--- config.mk ---
export PLATFORM = sky130hd
export DESIGN_NAME = conv_job_sequencer
export DESIGN_NICKNAME = d
export VERILOG_FILES = /design/src/rtl/conv_seq_pkg.sv /design/src/rtl/seq_watchdog.sv /design/src/rtl/conv_job_sequencer.sv
export SDC_FILE = /design/constraint.sdc
export NUM_CORES = 1
export LEC_CHECK = 0
export ABC_CLOCK_PERIOD_IN_PS = 2600
export CORE_MARGIN = 10
export CORE_UTILIZATION = 42
export DETAILED_ROUTE_END_ITERATION = 16
export PLACE_DENSITY_LB_ADDON = 0.15
export REMOVE_ABC_BUFFERS = 1
export SETUP_SLACK_MARGIN = 0.3
export SLEW_MARGIN = 0
export SYNTH_ARGS = -nofsm -noshare
export SYNTH_HDL_FRONTEND = slang
export SYNTH_HIERARCHICAL = 1
export SYNTH_SLANG_ARGS = --single-unit
export TNS_END_PERCENT = 50
--- constraint.sdc ---
create_clock -name clk -period 2.6 [get_ports clk]
set_clock_uncertainty 0.1 [all_clocks]
set_input_delay 0.65 -clock clk [delete_from_list [all_inputs] [get_ports clk]]
set_output_delay 0.65 -clock clk [all_outputs]
set_load 0.01 [all_outputs]
--- src/rtl/conv_seq_pkg.sv ---
// conv_seq_pkg: shared definitions for the convolution job sequencer.
//   - seq_state_e : FSM state enum; its 8-bit code is exported through the
//                   GPIO status word, so the encoding is part of the software
//                   interface and must stay stable.
//   - STAT_*      : bit positions of the fields inside the 32-bit status word.
//   - CLEAR_CYCLES: length of the datapath reset pulse at job start.
//   - is_busy_state(): states in which a job is considered in progress.
package conv_seq_pkg;

  typedef enum logic [7:0] {
    ST_IDLE   = 8'd0,
    ST_CLEAR  = 8'd1,
    ST_LOAD_K = 8'd2,
    ST_STREAM = 8'd3,
    ST_DRAIN  = 8'd4,
    ST_FINISH = 8'd5,
    ST_FAULT  = 8'd6
  } seq_state_e;

  localparam int STAT_ERROR_BIT = 31;
  localparam int STAT_DONE_BIT  = 30;
  localparam int STAT_BUSY_BIT  = 29;
  localparam int STAT_STATE_LSB = 16;
  localparam int STAT_COUNT_LSB = 0;

  localparam int CLEAR_CYCLES = 2;

  function automatic logic is_busy_state(input seq_state_e s);
    logic busy_v;
    case (s)
      ST_CLEAR, ST_LOAD_K, ST_STREAM, ST_DRAIN: busy_v = 1'b1;
      default:                                  busy_v = 1'b0;
    endcase
    return busy_v;
  endfunction

endpackage

--- src/rtl/seq_watchdog.sv ---
// seq_watchdog: stall detector for the pixel stream (exists only when
// SEQ_TIMEOUT_EN is defined).
//   clk, reset : clock, asynchronous active-high reset
//   active     : sequencer is in its streaming state
//   kick       : a pixel arrived this cycle (restarts the idle run)
//   expired    : this cycle is the TIMEOUT-th consecutive idle streaming cycle
// The counter holds completed idle cycles, so expiry is flagged during the
// idle cycle that completes the run and the FSM can leave on the next edge.
`ifdef SEQ_TIMEOUT_EN
module seq_watchdog #(
  parameter int TIMEOUT = 32'd1048576
) (
  input  logic clk,
  input  logic reset,
  input  logic active,
  input  logic kick,
  output logic expired
);

  localparam logic [23:0] LIMIT_LAST = 24'(TIMEOUT - 1);

  logic [23:0] idle_cnt_r;

  assign expired = active & ~kick & (idle_cnt_r == LIMIT_LAST);

  // Idle-run counter: cleared outside streaming or on a pixel, saturating.
  always_ff @(posedge clk or posedge reset) begin
    if (reset) begin
      idle_cnt_r <= 24'd0;
    end else if (!active || kick) begin
      idle_cnt_r <= 24'd0;
    end else if (idle_cnt_r != LIMIT_LAST) begin
      idle_cnt_r <= idle_cnt_r + 24'd1;
    end else begin
      idle_cnt_r <= idle_cnt_r;
    end
  end

endmodule
`endif

--- src/rtl/conv_job_sequencer.sv ---
// conv_job_sequencer: runs one convolution job per rising edge of start:
// datapath reset, kernel load, image stream, write drain, then report.
//   clk          : single clock
//   reset        : asynchronous active-high reset
//   start        : job request level; rising edge triggers a job from idle
//   abort        : cancels a running job
//   pixel_valid  : datapath produced one pixel this cycle
//   dp_reset     : reset to the read/write datapath
//   read_kernel  : kernel load enable
//   read_image   : image stream enable
//   busy         : job in progress
//   done / error : sticky completion / failure flags of the last job
//   pixel_count  : pixels accepted in the current or last job
//   status       : {error, done, busy, 5'b0, state[7:0], pixel_count[15:0]}
// Optional feature: define SEQ_TIMEOUT_EN to add a stream stall watchdog
// (parameter TIMEOUT) that faults the job when no pixel arrives in time.
// All outputs are registered: the next state is decoded and the outputs for
// that state are loaded on the same edge that enters it.
module conv_job_sequencer
  import conv_seq_pkg::*;
#(
  parameter int NUM_PIXELS   = 256,
  parameter int KERNEL_WAIT  = 16,
  parameter int DRAIN_CYCLES = 4
`ifdef SEQ_TIMEOUT_EN
  ,
  parameter int TIMEOUT      = 32'd1048576
`endif
) (
  input  logic        clk,
  input  logic        reset,
  input  logic        start,
  input  logic        abort,
  input  logic        pixel_valid,
  output logic        dp_reset,
  output logic        read_kernel,
  output logic        read_image,
  output logic        busy,
  output logic        done,
  output logic        error,
  output logic [15:0] pixel_count,
  output logic [31:0] status
);

  // A zero drain length still spends one cycle in DRAIN.
  localparam int          DRAIN_LEN  = (DRAIN_CYCLES == 0) ? 1 : DRAIN_CYCLES;
  localparam logic [7:0]  CLEAR_LAST = 8'(CLEAR_CYCLES - 1);
  localparam logic [7:0]  KWAIT_LAST = 8'(KERNEL_WAIT - 1);
  localparam logic [7:0]  DRAIN_LAST = 8'(DRAIN_LEN - 1);
  localparam logic [15:0] NPIX       = 16'(NUM_PIXELS);
  localparam logic [15:0] NPIX_LAST  = 16'(NUM_PIXELS - 1);

  seq_state_e  state_r;
  seq_state_e  state_n_s;
  logic [7:0]  phase_cnt_r;
  logic        start_prev_r;
  logic        dp_reset_r;
  logic        read_kernel_r;
  logic        read_image_r;
  logic        busy_r;
  logic        done_r;
  logic        error_r;
  logic [15:0] pixel_count_r;
  logic        start_edge_s;
  logic        job_start_s;
  logic        count_inc_s;
  logic        timeout_s;
  logic        stream_s;
  logic [31:0] status_s;

  assign start_edge_s = start & ~start_prev_r;
  assign job_start_s  = (state_r == ST_IDLE) & start_edge_s;
  assign stream_s     = (state_r == ST_STREAM);
  // Pixels count only while streaming; saturation guards against wrap.
  assign count_inc_s  = stream_s & pixel_valid & (pixel_count_r != NPIX);

`ifdef SEQ_TIMEOUT_EN
  seq_watchdog #(
    .TIMEOUT (TIMEOUT)
  ) u_watchdog (
    .clk     (clk),
    .reset   (reset),
    .active  (stream_s),
    .kick    (pixel_valid),
    .expired (timeout_s)
  );
`else
  assign timeout_s = 1'b0;
`endif

  // Next-state decode; abort (and stall timeout) outrank every other exit.
  always_comb begin
    state_n_s = state_r;
    case (state_r)
      ST_IDLE: begin
        if (start_edge_s) state_n_s = ST_CLEAR;
        else              state_n_s = ST_IDLE;
      end
      ST_CLEAR: begin
        if (abort)                           state_n_s = ST_FAULT;
        else if (phase_cnt_r == CLEAR_LAST)  state_n_s = ST_LOAD_K;
        else                                 state_n_s = ST_CLEAR;
      end
      ST_LOAD_K: begin
        if (abort)                           state_n_s = ST_FAULT;
        else if (phase_cnt_r == KWAIT_LAST)  state_n_s = ST_STREAM;
        else                                 state_n_s = ST_LOAD_K;
      end
      ST_STREAM: begin
        if (abort || timeout_s)                          state_n_s = ST_FAULT;
        else if (pixel_valid && pixel_count_r == NPIX_LAST) state_n_s = ST_DRAIN;
        else                                             state_n_s = ST_STREAM;
      end
      ST_DRAIN: begin
        if (abort)                           state_n_s = ST_FAULT;
        else if (phase_cnt_r == DRAIN_LAST)  state_n_s = ST_FINISH;
        else                                 state_n_s = ST_DRAIN;
      end
      ST_FINISH: state_n_s = ST_IDLE;
      ST_FAULT:  state_n_s = ST_IDLE;
      default:   state_n_s = ST_IDLE;
    endcase
  end

  // State, per-state cycle counter and start edge history.
  always_ff @(posedge clk or posedge reset) begin
    if (reset) begin
      state_r      <= ST_IDLE;
      phase_cnt_r  <= 8'd0;
      start_prev_r <= 1'b0;
    end else begin
      state_r      <= state_n_s;
      start_prev_r <= start;
      if (state_n_s != state_r) phase_cnt_r <= 8'd0;
      else                      phase_cnt_r <= phase_cnt_r + 8'd1;
    end
  end

  // Control outputs registered as a decode of the state being entered.
  always_ff @(posedge clk or posedge reset) begin
    if (reset) begin
      dp_reset_r    <= 1'b1;
      read_kernel_r <= 1'b0;
      read_image_r  <= 1'b0;
      busy_r        <= 1'b0;
    end else begin
      dp_reset_r    <= (state_n_s == ST_CLEAR) | (state_n_s == ST_FAULT);
      read_kernel_r <= (state_n_s == ST_LOAD_K);
      read_image_r  <= (state_n_s == ST_STREAM);
      busy_r        <= is_busy_state(state_n_s);
    end
  end

  // Sticky result flags and pixel counter; a new job clears all three.
  always_ff @(posedge clk or posedge reset) begin
    if (reset) begin
      done_r        <= 1'b0;
      error_r       <= 1'b0;
      pixel_count_r <= 16'd0;
    end else if (job_start_s) begin
      done_r        <= 1'b0;
      error_r       <= 1'b0;
      pixel_count_r <= 16'd0;
    end else begin
      if (state_n_s == ST_FINISH) done_r <= 1'b1;
      else                        done_r <= done_r;
      if (state_n_s == ST_FAULT)  error_r <= 1'b1;
      else                        error_r <= error_r;
      if (count_inc_s) pixel_count_r <= pixel_count_r + 16'd1;
      else             pixel_count_r <= pixel_count_r;
    end
  end

  // Status word assembled from registered fields for GPIO readback.
  always_comb begin
    status_s                          = 32'd0;
    status_s[STAT_ERROR_BIT]          = error_r;
    status_s[STAT_DONE_BIT]           = done_r;
    status_s[STAT_BUSY_BIT]           = busy_r;
    status_s[STAT_STATE_LSB +: 8]     = state_r;
    status_s[STAT_COUNT_LSB +: 16]    = pixel_count_r;
  end

  assign dp_reset    = dp_reset_r;
  assign read_kernel = read_kernel_r;
  assign read_image  = read_image_r;
  assign busy        = busy_r;
  assign done        = done_r;
  assign error       = error_r;
  assign pixel_count = pixel_count_r;
  assign status      = status_s;

endmodule

Yosys cells after proc, flatten, opt, wreduce, memory -nomap -nowiden
Index checks and enable logic that the tools add are counted.
- bits in registers: 39
- input port bits: 5
- word-level logic and storage cells: 58
- add/sub/neg operators: 2
- equality and inequality tests: 16
- mux-type cells: 18
- bitwise gates (word level): 6
- reductions and logical operators: 6
- operators by type and width (cell ; count):
    $eq A8 B2 Y1 const B ; 5
    $pmux W8 S5 ; 1
    $eq A8 B3 Y1 const B ; 4
    $mux W16 ; 2
    $eq A8 B1 Y1 const B ; 3
    $add A16 B1 Y16 const B ; 1
    $eq A16 B8 Y1 const B ; 1
    $ne A16 B9 Y1 const B ; 1
    $mux W3 ; 4
    $add A8 B1 Y8 const B ; 1
    $eq A8 B4 Y1 const B ; 1
    $logic_not A8 Y1 ; 1
    $mux W1 ; 8
    $mux W8 ; 1
    $ne A8 B8 Y1 ; 1
    $reduce_bool A2 Y1 ; 3
    $and A1 B1 Y1 ; 4
    $mux W2 ; 2
    $reduce_or A4 Y1 ; 1
    $logic_and A1 B1 Y1 ; 1
    $not A1 Y1 ; 1
    $or A1 B1 Y1 ; 1

Longest topological paths before layout
- depth in word-level cells: 8
- mapped depth: 9
- gate-level depth less buffers: 8

Worst setup path before layout
Ideal clock, no wire load.
- path type: input to register
- start point: input abort
- end point: register busy_r, in the netlist busy
- library setup time: 0.123 ns
- arrival: 1.801 ns
- path slack: 0.576 ns
- cell stages on the path: 6
- cell sequence: or4b_1 > a31oi_1 > nand4bb_1 > a41o_4 > nor2_1 > xnor2_1
- word-level cells in the longest chain between the ends: 5
- RTL lines (element ; line ; source):
    start: declaration ; conv_job_sequencer.sv:33 ; input logic abort,
    $mux W2 (tied with other cells) ; conv_job_sequencer.sv:115 ; if (abort) state_n_s = ST_FAULT;
    $pmux W8 S5 * ; conv_job_sequencer.sv:94 ; case (state_r)
    via state_n_s[0] ; conv_job_sequencer.sv:54 ; seq_state_e state_n_s;
    $eq A8 B1 Y1 (tied with other cells) ; conv_seq_pkg.sv:30 ; case (s)
    $reduce_or A4 Y1 * ; conv_seq_pkg.sv:30 ;
    $mux W1 * ; conv_seq_pkg.sv:30 ;
    end signal: assignment ; conv_job_sequencer.sv:150 ; busy_r <= is_busy_state(state_n_s);
    end: declaration ; conv_job_sequencer.sv:60 ; logic busy_r;
Mark *: on every way through the listed nets, which the timed path passes. The rest lies on a longest branch.
A chain may end at the register's enable or synchronous reset.

Worst setup path in the final report
- start point: input abort
- end point: register phase_cnt_r[4]
- word-level cells in the longest chain between the ends: 4
- RTL lines (element ; line ; source):
    $mux W2 (tied with other cells) ; conv_job_sequencer.sv:115 ;
    $pmux W8 S5 * ; conv_job_sequencer.sv:94 ;
    via state_n_s[0] ; conv_job_sequencer.sv:54 ;
    $ne A8 B8 Y1 * ; conv_job_sequencer.sv:134 ; if (state_n_s != state_r) phase_cnt_r <= 8'd0;
    $mux W8 * ; conv_job_sequencer.sv:134 ;
    end signal: assignment ; conv_job_sequencer.sv:135 ; else phase_cnt_r <= phase_cnt_r + 8'd1;
    end: declaration ; conv_job_sequencer.sv:55 ; logic [7:0] phase_cnt_r;
Marks and branches as above.

==> out/qor.yml <==
outcome: "finished, final reports clean"
first_global_vias: 1516
switching_share_pct: 35.4
io_pins: 59
grtUsageTotal_pct: 12.3
gr-total-overflow: 0
synth_area_per_cell_um2: 9.45
coreArea_um2: 4690
worstRegToRegCells: 6
largest_reg_flops: 16
critPathMaxFanout: 8
diodes: 0
grt_max_degree: 35
holdWs_ns: 0.441
path_class: "in -> reg"
worstPathRequired_ns: 2.71
cap_violations: 0
netlist_area_um2: 2020
ys_top_cells_by_area: "dfrtp_1 (41%), buf_4 (12%), nor2_1 (5.6%)"
row_count: 25
antenna_found_initial: 0
clkTransAtPathRegs_ns: 0.07
grt_pass1_wl_um: 7690
root_buffer: "clkbuf_8"
p_switching_mw: 0.706
area_growth_syn_to_layout_pct: 25.0
port_buffers: 48
die-height_um: 89.4
cpPeakStageDelay_ns: 0.52
worstSetupEndpointType: "register"
worstPathCellList: "clkdlybuf4s50_1, or4b_1, a31oi_2, nand4bb_4, a41o_4, o211ai_4, nor2_1"
start_kind: "input port"
fin_nets: 258
syn_inst: 214
internal_power_mw: 1.29
drtIter0Drc: 81
synth_edf_count: 0
synth_most_common_cell: "dfrtp_1"
drv_slew: 0
postPlaceCellArea_um2: 2390
synth_top_flop_cell: "dfrtp_1"
cts.sinks: 34
slowest_stage: "or4b_1"
ys_ff_latch: 34
route.antenna.remaining_nets: 0
drive_above_1_share_pct: 9.60
clk_latency_ns: 0.29
drc: 0
p_per_area_nw_per_um2: 789
yosysTopAreaCellShare_pct: 40.8
worst_slack_ns: 0.333
clk_path_buf_depth: 2
cts_buffers: 5
synth_cell_type_count: 40
drt-pass1-iter-count: 4
synth_common_cells: "dfrtp_1 (33), buf_4 (31), nor2_1 (30)"
power_frac_comb_pct: 38.2
ys_seq_area_share_pct: 42.1
fin_tns_setup_ns: 0
fin_crit_sh_pct: 87.2
hold_violations: 0
wl_per_cell_um: 15.3
die_w_um: 89.4
start_util_pct: 43.1
post-dp-hpwl_um: 3410
maxClockFrequency_mhz: 441
ys_async_sr_fraction_pct: 100
leakagePower_nw: 1.06
cts_hold_buf: 0
post_drt_via_cell_ratio: 5.16
synth_top_cell_by_area: "dfrtp_1"
routed_wl_um: 4650
gp_congestion: 0.798
peakVddDrop_v: 0.000520
num_vias: 1568
yosys_warnings: 6
htreeDepth: 2
cts_tree: "yes"
dpl_worst_slack_ns: 0.0325
p_clk_share_pct: 22.9
rsz0062_at_grt: "yes"
cp.arrival_ns: 2.38
power_mw: 2.00
min_path_cells: 2
final_area_um2: 2530
dieArea_um2: 7990
setup_viol: 0
post-route-min-period_ns: 2.27
hp-class: "reg -> reg"
power_frac_seq_pct: 39.0
[worst max-delay path, delay by kind of cell]
family,cells,cell delay [ns]
AO/OA/AOI/OAI,3,0.48
buffers and inverters,1,0.41
AND/OR/NAND/NOR,3,0.84
[per-stage QoR]
step,util (%),cells
6_report,53.9,304
2_1_floorplan,-,188
5_1_grt,53.9,304
3_5_place_dp,50.9,295
4_1_cts,53.3,303
3_3_place_gp,50.9,295
[power by group through the flow]
stage	Sequential (mW)	Combinational, mW	Clock (mW)
after floorplan	0.811	0.358	0
after global placement	0.785	0.755	0
after detailed placement	0.783	0.755	0
after CTS	0.777	0.765	0.471
after global routing	0.802	0.842	0.499
final	0.778	0.762	0.456
[final timing paths]
check / slack (ns) / end / startpoint
setup / recovery: 0.33 / phase_cnt_r[4] / abort
hold / removal: 0.44 / error / error
setup reg to reg: 0.44 / phase_cnt_r[4] / state_r[2]
hold reg to reg: 0.44 / error / error
max in group asynchronous: 1.40 / dp_reset / reset
min in group asynchronous: 0.67 / pixel_count[10] / reset
[placed cells by master (no fill, tap or decap), types with 2 or more instances in the layout]
cell type	count
nor3_1	7
xnor2_1	10
ha_1	4
buf_4	6
clkdlybuf4s50_1	48
nand3_1	13
conb_1	10
nor3b_2	2
o21ai_0	4
a21oi_1	7
and2_1	4
nand4_1	7
xor2_1	10
or3_1	4
and3_1	3
inv_1	9
nor4_1	4
dfrtp_1	32
clkbuf_8	8
nor2_1	30
nand2_1	8
[cell type report]
| cell class | instances | area (µm²) |
|---|---|---|
| Inverter | 9 | 33.8 |
| Tap cell | 54 | 67.6 |
| Fill cell | 422 | 2160 |
| Timing Repair Buffer | 54 | 526 |
| Multi-Input combinational cell | 145 | 940 |
| Clock buffer | 8 | 110 |
| Sequential cell | 34 | 853 |
[kinds of logic (layout without fill, tap and decap cells)]
family,count (synthesis),count (layout),synth area share [%]
flip-flops,34,34,42.1
XOR/XNOR,20,20,8.66
adder cells (fa/ha/maj),4,4,2.47
AO/OA/AOI/OAI,19,19,7.17
AND/OR/NAND/NOR,92,92,24.9
other,1,10,0.185
buffers and inverters,44,71,14.5
[per-layer routing]
| metal | GRT usage, % | wire length (µm) |
|---|---|---|
| met2 | 18.5 | 2050 |
| met1 | 15.7 | 2150 |
| met3 | 5.01 | 394 |
| met4 | 3.90 | 57 |
| met5 | 0 | 0 |
[repair_timing]
item	in CTS	in global routing
setup endpoints to repair	0	11
buffers inserted	0	1
gates resized for setup	0	3
No activity file was read; power rests on OpenSTA's default activity.
